**src/rtl/car_traffic_controller.sv**
```systemverilog
// Car traffic for the frog game: advances four lanes once per frame, wraps cars at
// the screen edges and flags a frog/car overlap, then freezes traffic for a while.
module car_traffic_controller #(
  parameter int TILE_SIZE      = 32,
  parameter int H_VISIBLE_AREA = 640,
  parameter int BASE_STEP      = 2,
  parameter int FREEZE_FRAMES  = 30,
  parameter int LANE1_Y        = 64,
  parameter int LANE2_Y        = 128,
  parameter int LANE3_Y        = 192,
  parameter int LANE4_Y        = 256,
  parameter int CAR1_X0        = 0,
  parameter int CAR2_X0        = 320,
  parameter int CAR3_X0        = 160,
  parameter int CAR4_X0        = 480
) (
  input  logic       i_Clk,
  input  logic       i_Rst_L,
  input  logic       i_Frame_Tick,
  input  logic       i_Enable,
  input  logic [2:0] i_Level,
  input  logic [9:0] i_Frog_X,
  input  logic [9:0] i_Frog_Y,
  output logic [9:0] o_Car_1X,
  output logic [9:0] o_Car_2X,
  output logic [9:0] o_Car_3X,
  output logic [9:0] o_Car_4X,
  output logic [9:0] o_Car_1Y,
  output logic [9:0] o_Car_2Y,
  output logic [9:0] o_Car_3Y,
  output logic [9:0] o_Car_4Y,
  output logic       o_Hit,
  output logic       o_Frozen,
  output logic [1:0] o_State
);

  localparam logic [1:0] IDLE   = 2'd0;
  localparam logic [1:0] RUN    = 2'd1;
  localparam logic [1:0] CHECK  = 2'd2;
  localparam logic [1:0] FREEZE = 2'd3;

  localparam int          CW     = $clog2(FREEZE_FRAMES + 1);
  localparam logic [10:0] X_MAX  = 11'(H_VISIBLE_AREA - TILE_SIZE);
  localparam logic [10:0] TILE11 = 11'(TILE_SIZE);

  logic [1:0]    state;
  logic [9:0]    car_x [4];
  logic [9:0]    lane_y [4];
  logic [CW-1:0] cnt;
  logic [CW-1:0] cnt_nxt;
  logic [10:0]   step;
  logic          hit_any;

  assign lane_y[0] = 10'(LANE1_Y);
  assign lane_y[1] = 10'(LANE2_Y);
  assign lane_y[2] = 10'(LANE3_Y);
  assign lane_y[3] = 10'(LANE4_Y);

  assign step    = 11'(BASE_STEP) + {8'd0, i_Level};
  assign cnt_nxt = cnt + CW'(1);

  // All arithmetic is 11 bits wide so X + step can never overflow before the wrap test.
  function automatic logic [9:0] move_x(input logic [9:0] x, input logic right,
                                        input logic [10:0] stp);
    logic [10:0] x11;
    logic [10:0] nx;
    x11 = {1'b0, x};
    if (right) begin
      nx = x11 + stp;
      move_x = (nx > X_MAX) ? 10'd0 : 10'(nx);
    end else begin
      nx = x11 - stp;
      move_x = (x11 < stp) ? 10'(X_MAX) : 10'(nx);
    end
  endfunction

  function automatic logic overlap(input logic [9:0] cx, input logic [9:0] cy,
                                   input logic [9:0] fx, input logic [9:0] fy);
    logic [10:0] cx11, cy11, fx11, fy11;
    cx11 = {1'b0, cx};
    cy11 = {1'b0, cy};
    fx11 = {1'b0, fx};
    fy11 = {1'b0, fy};
    overlap = (fx11 < cx11 + TILE11) && (cx11 < fx11 + TILE11) &&
              (fy11 < cy11 + TILE11) && (cy11 < fy11 + TILE11);
  endfunction

  always_comb begin
    hit_any = 1'b0;
    for (int i = 0; i < 4; i++) begin
      if (overlap(car_x[i], lane_y[i], i_Frog_X, i_Frog_Y)) hit_any = 1'b1;
    end
  end

  // Timing contract: a tick accepted in RUN moves the cars on that edge (CHECK next),
  // and o_Hit/o_Frozen rise together one edge later; o_Hit is a single-cycle pulse.
  always_ff @(posedge i_Clk) begin
    if (!i_Rst_L) begin
      state    <= IDLE;
      car_x[0] <= 10'(CAR1_X0);
      car_x[1] <= 10'(CAR2_X0);
      car_x[2] <= 10'(CAR3_X0);
      car_x[3] <= 10'(CAR4_X0);
      o_Hit    <= 1'b0;
      o_Frozen <= 1'b0;
      cnt      <= '0;
    end else begin
      o_Hit <= 1'b0;
      if (!i_Enable) begin
        state    <= IDLE;
        o_Frozen <= 1'b0;
        cnt      <= '0;
      end else begin
        case (state)
          IDLE: state <= RUN;
          RUN: begin
            if (i_Frame_Tick) begin
              for (int i = 0; i < 4; i++) begin
                car_x[i] <= move_x(car_x[i], (i % 2) == 0, step);
              end
              state <= CHECK;
            end
          end
          CHECK: begin
            if (hit_any) begin
              o_Hit    <= 1'b1;
              o_Frozen <= 1'b1;
              cnt      <= '0;
              state    <= FREEZE;
            end else begin
              state <= RUN;
            end
          end
          FREEZE: begin
            if (i_Frame_Tick) begin
              if (cnt_nxt == CW'(FREEZE_FRAMES)) begin
                state    <= RUN;
                o_Frozen <= 1'b0;
                cnt      <= '0;
              end else begin
                cnt <= cnt_nxt;
              end
            end
          end
          default: state <= IDLE;
        endcase
      end
    end
  end

  assign o_Car_1X = car_x[0];
  assign o_Car_2X = car_x[1];
  assign o_Car_3X = car_x[2];
  assign o_Car_4X = car_x[3];
  assign o_Car_1Y = lane_y[0];
  assign o_Car_2Y = lane_y[1];
  assign o_Car_3Y = lane_y[2];
  assign o_Car_4Y = lane_y[3];
  assign o_State  = state;

endmodule

```
**config.mk**
```make
export PLATFORM = sky130hd
export DESIGN_NAME = car_traffic_controller
export DESIGN_NICKNAME = d
export VERILOG_FILES = /design/src/rtl/car_traffic_controller.sv
export SDC_FILE = /design/constraint.sdc
export NUM_CORES = 1
export LEC_CHECK = 0
export BUFFER_PORTS_ARGS = -buffer_cell sky130_fd_sc_hd__buf_4
export CORE_MARGIN = 2
export CORE_UTILIZATION = 30
export CTS_CLUSTER_SIZE = 20
export DETAILED_ROUTE_END_ITERATION = 6
export PLACE_DENSITY = 0.56
export RECOVER_POWER = 50
export SYNTH_ARGS = -nofsm -noshare
export SYNTH_HDL_FRONTEND = slang
export SYNTH_SLANG_ARGS = --single-unit
```
**constraint.sdc**
```tcl
create_clock -name i_Clk -period 3.6 [get_ports i_Clk]
set_input_delay 0 -clock i_Clk [delete_from_list [all_inputs] [get_ports i_Clk]]
set_output_delay 0 -clock i_Clk [all_outputs]
set_load 0.005 [all_outputs]
```
==> metrics, run 1 <==
Most Crowded Layer GR met2; Max Slew Vio Count 41; Setup crit end kind register; first-pass GRT wire length 24500 um; # setup viols final 0; RSZ-0062 raised after global routing no; failing checks capacitance limit, slew limit; CP max FO 5; maximum clock insertion buffer count 2; Seq/Total Area, Yosys 24.7%; port bufs 70; CTS sink cnt 49; Synth Instances 627; starting density of the core 30.8%; Root Driver clkbuf_16; startpoint types register; largest net degree at the start of global routing 41; core area 0.0181 mm^2; CP Data Required Time 3.84 ns; Top cell by count, worst path ha_1; # diodes 0; vias per inst 5.02; Layout Nets 826; Hold Crit Class in2reg; Max Cap Viol 1; final core utilization 35.1%; synth-to-layout area growth 14.0%; die width 141 um; Rows 49; CTS tree done; Top-Level Pins 111; fraction of layout cells with a size suffix above 1 13.1%; final instance area 0.00638 mm^2; fin crit share 90.5%; Main synth FF type edfxtp_1; Ys Warns 0; minimum clock period 3.26 ns; pre-CTS setup slack 0.347 ns; 1st-iter DRT viols 291; status finished, violations left; Post-route DRC 0; Max VDD drop 179 uV; Distinct cells, synth 71; most frequent cells in the layout ha_1, inv_1, nor2_1; GRT met1 Usage 22.7%; Setup TNS 0 ns; Vias 4669; Crit-path slowest cell or4_1; commonest non-fill, non-tap cell in the layout ha_1; final WL 15300 um; LEAKAGE 2.81 nW; met3 usage 3.46%; antenna violations before repair 0; Clk Latency, worst-skew pair 0.31 ns; worst r2r src car_x[2][5]; Worst-Margin Slew 1.87 ns; vias in the first global route 4293; reg2reg path depth 12; Num CTS Buffers 5; htree depth 2; final hold viol count 0; hold slack 0.0793 ns; drt first pass iters 4; die area 0.0198 mm^2; placed inst area 0.00627 mm^2; global-route track usage on met2 24.8%; Mapped Area 0.00560 mm^2; Reg clk slew, reported paths 0.07 ns; CP max stage delay 0.42 ns; dpl hpwl 12200 um; Syn Area/Cell 8.92 um^2; CP arrival 3.50 ns; Worst Setup SP car_x[2][5]; die height 141 um; Post-synth ARST share 0%; Max Fclk 307 MHz; crit path cell chain ha_1, nand3_1, xor2_1, ha_1, a211o_1, a2111oi_2, o21ai_1, a311o_1, o32ai_4, o41ai_2, or4_1, a21oi_1; Worst Setup Path Type reg2reg; Hold Crit Depth 3; worst hold start i_Enable; Final ANT Viol Nets 0; total gr overflow 0; flop2flop setup slack 0.34 ns; number of synthesized flops with an enable pin 40; synthesis-stage register bit count 49; GR Util All Layers 15.8%; clk_skew 0.00951 ns; Final WS setup 0.341 ns; Power Density 257 mW/mm^2; relative slew slack -25.1%; WL/cell 16.5 um; Final Wtd Congestion 0.853
==> synth_stat cells, types with 2 or more instances <==
master	instances	area, um^2
a221o_1	3	30.0
a21o_1	19	143
a211oi_1	15	113
and2_1	2	12.5
and3_1	10	62.6
nor3_1	8	40.0
clkbuf_1	10	37.5
dfxtp_1	9	180
a31o_2	2	17.5
nand2_1	34	128
edfxtp_1	40	1200
o221ai_1	2	17.5
conb_1	2	7.51
o41ai_1	2	17.5
nor2_1	43	161
inv_1	51	191
a31oi_1	4	25.0
nand3_1	29	145
nand2b_1	5	31.3
o211ai_1	3	22.5
xor2_1	19	166
o22ai_1	2	12.5
xnor2_1	24	210
a211o_1	4	35.0
o2111ai_1	3	26.3
nor2b_1	13	81.3
o21ai_1	2	10.0
or4_1	5	37.5
ha_1	95	1190
or3_1	6	37.5
nor4_1	2	12.5
o31ai_1	5	37.5
buf_4	40	300
o21ai_0	30	150
or2_2	6	37.5
fa_1	4	80.1
o21a_1	5	37.5
o211a_1	2	20.0
nand4_1	2	12.5
a221oi_1	2	17.5
a21oi_1	33	165
==> metal layers <==
| metal | part of all wire (%) | vias up |
|---|---|---|
| met3 | 5.5 | 5 |
| met2 | 45 | 131 |
| li1 | - | 2346 |
| met4 | 0.63 | 0 |
| met1 | 49 | 2187 |
| met5 | 0 | - |
==> logic make-up (layout without fill, tap and decap cells) <==
group,after synthesis,in the layout,share of synthesized area [%]
multiplexers,2,2,0.380
other,2,40,0.134
AO/OA/AOI/OAI,155,155,19.8
AND/OR/NAND/NOR,173,173,15.5
adder cells (fa/ha/maj),99,99,22.7
flip-flops,49,49,24.7
buffers and inverters,103,139,9.62
XOR/XNOR,44,44,7.22
==> registers in the layout, summed over array words and instances (netlist names) <==
name	count
o_State	2
o_Hit	1
car_x	40
cnt	5
o_Frozen	1
==> timing repair <==
| item | CTS | global route |
|---|---|---|
| hold buffers | 0 | 0 |
| setup buffers | 0 | 2 |
| endpoints found under the setup margin | 0 | 2 |
| resized for setup | 0 | 0 |
==> layout make-up <==
cell class	instances	area [um^2]
Fill cell	1934	11800
Clock inverter	2	13.8
Inverter	51	191
Clock buffer	6	129
Sequential cell	49	1380
Tap cell	229	287
Multi-Input combinational cell	513	3820
Timing Repair Buffer	80	556
==> stage by stage <==
stage                     cells  power [W]
after floorplan             665    0.00101
after global placement      920    0.00115
after detailed placement    920    0.00115
after CTS                   928    0.00166
after global routing        930    0.00174
final                       930    0.00164
==> worst max-delay path: cells and delay by family, from the launching register on <==
kind | cells | cell delay [ns]
adders and majority gates | 2 | 0.46
and+or+nand+nor | 2 | 0.56
DFF | 1 | 0.36
xor gates and xnor gates | 1 | 0.17
AOI/OAI and AO/OA | 7 | 1.65
==> where the power goes <==
group | switching [W] | total (W) | internal (W) | leakage (nW)
registers | 0.0000330 | 0.000666 | 0.000633 | 0.461
clock network | 0.000240 | 0.000500 | 0.000260 | 0.0712
logic | 0.000268 | 0.000474 | 0.000206 | 2.27
total | 0.000541 | 0.00164 | 0.00110 | 2.81
==> final timing paths <==
kind           endpoint
max              cnt[3]
min          o_State[0]
max reg2reg      cnt[3]
min reg2reg    o_Frozen
Note: power is estimated with default switching activity, not from simulation.
==> run 2, diff against run 1 <==
Settings changed: ABC_AREA set to 1, CORE_ASPECT_RATIO set to 0.9, GPL_ROUTABILITY_DRIVEN set to 0.
==> metrics, run 2 <==
WL/cell 13.4 um (was 16.5 um); Reg clk slew, reported paths 0.07 ns (about the same); Post-synth ARST share 0% (unchanged); antenna violations before repair 0 (unchanged); top post-synthesis cells by count nand2_1, inv_1, ha_1 (was ha_1, inv_1, nor2_1); count leader, synth nand2_1 (was ha_1); Seq/Total Area, Yosys 24.3% (was 24.7%); synthesis-stage register bit count 49 (unchanged); total gr overflow 0 (unchanged); number of synthesized flops with an enable pin 40 (unchanged); placed inst area 0.00635 mm^2 (was 0.00627 mm^2); Top-Level Pins 111 (unchanged); Biggest register car_x (unchanged); final instance area 0.00642 mm^2 (was 0.00638 mm^2); die height 135 um (was 141 um); post-cts resize count 0 (unchanged); Storage cell area 0.00138 mm^2 (unchanged); dpl hpwl 11900 um (was 12200 um); crit path cell chain inv_1, ha_1, inv_1, fa_1, nand2_1, inv_1, o21a_1, nor2_1, nand3_1, nor2_1, inv_1, nor2_1, inv_1, nor2_1, inv_1, nor2_1, nor2_1, inv_1, nor3b_1 (was ha_1, nand3_1, xor2_1, ha_1, a211o_1, a2111oi_2, o21ai_1, a311o_1, o32ai_4, o41ai_2, or4_1, a21oi_1); Num CTS Buffers 5 (unchanged); Synth top area share 21.2% (was 21.5%); Final ANT Viol Nets 0 (unchanged); reg2reg path depth 19 (was 12); Layout fillers 1997 (was 1934); worst r2r src car_x[1][0] (was car_x[2][5]); final hold viol count 0 (unchanged); Post-route DRC 0 (unchanged); 1st-iter DRT viols 275 (was 291); Rows 47 (was 49); Max Cap Viol 1 (unchanged); Worst-Margin Slew 1.85 ns (was 1.87 ns); Power Density 251 mW/mm^2 (was 257 mW/mm^2); worst setup path end car_x[1][3] (was cnt[3]); failing checks capacitance limit, slew limit (unchanged); first-pass GRT wire length 23800 um (was 24500 um); CTS sink cnt 49 (unchanged); Layout Nets 968 (was 826); core area 0.0185 mm^2 (was 0.0181 mm^2); drt first pass iters 5 (was 4); pre-CTS setup slack 0.867 ns (was 0.347 ns); max reg flops 40 (unchanged); Top cell by count, worst path inv_1 (was ha_1); Ys Warns 0 (unchanged); Crit-path slowest cell fa_1 (was or4_1); CP max stage delay 0.39 ns (was 0.42 ns); die width 149 um (was 141 um); Syn Area/Cell 7.39 um^2 (was 8.92 um^2); # setup viols final 0 (unchanged); largest net degree at the start of global routing 41 (unchanged); Setup crit end kind register (unchanged); Main synth FF type edfxtp_1 (unchanged); startpoint types register (unchanged); Root Driver clkbuf_16 (unchanged); FF-to-FF End car_x[1][3] (was cnt[3]); minimum clock period 2.76 ns (was 3.26 ns); vias in the first global route 4650 (was 4293); LEAKAGE 3.26 nW (was 2.81 nW); Max Slew Vio Count 41 (unchanged); Synth Instances 768 (was 627); RSZ-0062 raised after global routing no (unchanged); CP max FO 6 (was 5); port bufs 70 (unchanged); Worst Setup SP car_x[1][0] (was car_x[2][5]); final core utilization 34.8% (was 35.1%); # diodes 0 (unchanged); relative slew slack -23.9% (was -25.1%); GR Util All Layers 15.1% (was 15.8%); maximum clock insertion buffer count 2 (unchanged); Buf+Inv Stages, Crit Path 7 (was 0); most frequent cells in the layout nand2_1, inv_1, ha_1 (was ha_1, inv_1, nor2_1); Max Fclk 363 MHz (was 307 MHz); critical path depth 19 (was 12); multi-input logic area 0.00361 mm^2 (was 0.00382 mm^2); Clk Latency, worst-skew pair 0.30 ns (was 0.31 ns); fraction of layout cells with a size suffix above 1 9.98% (was 13.1%); final WL 14600 um (was 15300 um); Distinct cells, synth 44 (was 71); Setup TNS 0 ns (unchanged); Hold Crit Class in2reg (unchanged); Mapped Area 0.00568 mm^2 (was 0.00560 mm^2); fin crit share 76.6% (was 90.5%); clk_skew 0.00571 ns (was 0.00951 ns); CTS tree done (unchanged); die area 0.0200 mm^2 (was 0.0198 mm^2); Vias 4821 (was 4669); Setup Fix Bufs, Post-CTS 0 (unchanged); vias per inst 4.44 (was 5.02); Max VDD drop 165 uV (was 179 uV); ranking of synthesized cells by area edfxtp_1, ha_1, nand2_1 (was edfxtp_1, ha_1, buf_4); CP arrival 2.81 ns (was 3.50 ns); post-synth top area cell edfxtp_1 (unchanged); Final WS setup 0.841 ns (was 0.341 ns); starting density of the core 30.7% (was 30.8%); Worst Setup Path Type reg2reg (unchanged); flop2flop setup slack 0.84 ns (was 0.34 ns); commonest non-fill, non-tap cell in the layout nand2_1 (was ha_1); synth-to-layout area growth 13.1% (was 14.0%); status finished, violations left (unchanged); # hold bufs at CTS 0 (unchanged); CP Data Required Time 3.65 ns (was 3.84 ns); htree depth 2 (unchanged); delay-heaviest family, CP simple AND/OR/NAND/NOR gates (was compound AO/OA/AOI/OAI gates)
[run 2: cell count changes after synthesis, moves of 13 or more]
cell,previous run,this run
a21o_1,19,3
inv_1,51,135
nand2_1,34,148
nor2_1,43,83
nor2b_1,13,0
xnor2_1,24,8
[run 2: kinds of logic after synthesis]
group | count (synthesis) | share of synthesized area (%)
DFF | 49 | 24.3
muxes | 1 | 0.176
AOI/OAI and AO/OA | 93 | 9.21
and+or+nand+nor | 315 | 24.6
xor gates and xnor gates | 30 | 4.63
other | 2 | 0.132
buffers and inverters | 179 | 14.5
adders and majority gates | 99 | 22.3
[run 2: stage by stage]
step / hold WS (ns) / std cells / total power, W
3_5_place_dp: 0.359 / 1080 / 0.00116
3_3_place_gp: 0.359 / 1080 / 0.00116
5_1_grt: 0.0672 / 1087 / 0.00174
6_report: 0.0497 / 1087 / 0.00161
4_1_cts: 0.0397 / 1087 / 0.00164
2_1_floorplan: 0.215 / 806 / 0.00102
[run 2: worst min path at each step]
stage / from / endpoint / slack [ns] / cells past startpoint
finish: i_Frame_Tick / o_State[0] / 0.05 / 4
global placement: i_Frame_Tick / o_State[0] / 0.36 / 4
detailed placement: i_Frame_Tick / o_State[0] / 0.36 / 4
global route: i_Frame_Tick / o_State[0] / 0.07 / 4
CTS: i_Frame_Tick / o_State[0] / 0.04 / 4
floorplan: i_Enable / cnt[0] / 0.21 / 2
[run 2: area by class of cell]
type | instances | area share [%]
multi-input cells | 578 | 56.3
flip-flops and latches | 49 | 21.5
inverters | 137 | 8.01
repair buffers | 71 | 7.37
well taps | 245 | 4.77
clock buffers | 6 | 2.01
clock inverters | 1 | 0.0585
[run 2: worst min-delay path, delay by kind of cell]
kind | cells | cell delay, ns
compound gates | 1 | 0.08
simple gates | 1 | 0.06
buf+inv | 2 | 0.15
[run 2: power breakdown]
group | internal (W) | switching, W
clock | 0.000253 | 0.000223
sequential | 0.000635 | 0.0000302
combinational | 0.000180 | 0.000293
[run 2: routing by layer]
metal	global-route usage, %	vias to the layer above	routed length (um)
li1	-	2558	-
met1	21.4	2140	7400
met2	24.3	115	6290
met3	2.64	8	734
met4	3.12	0	153
met5	0	-	0
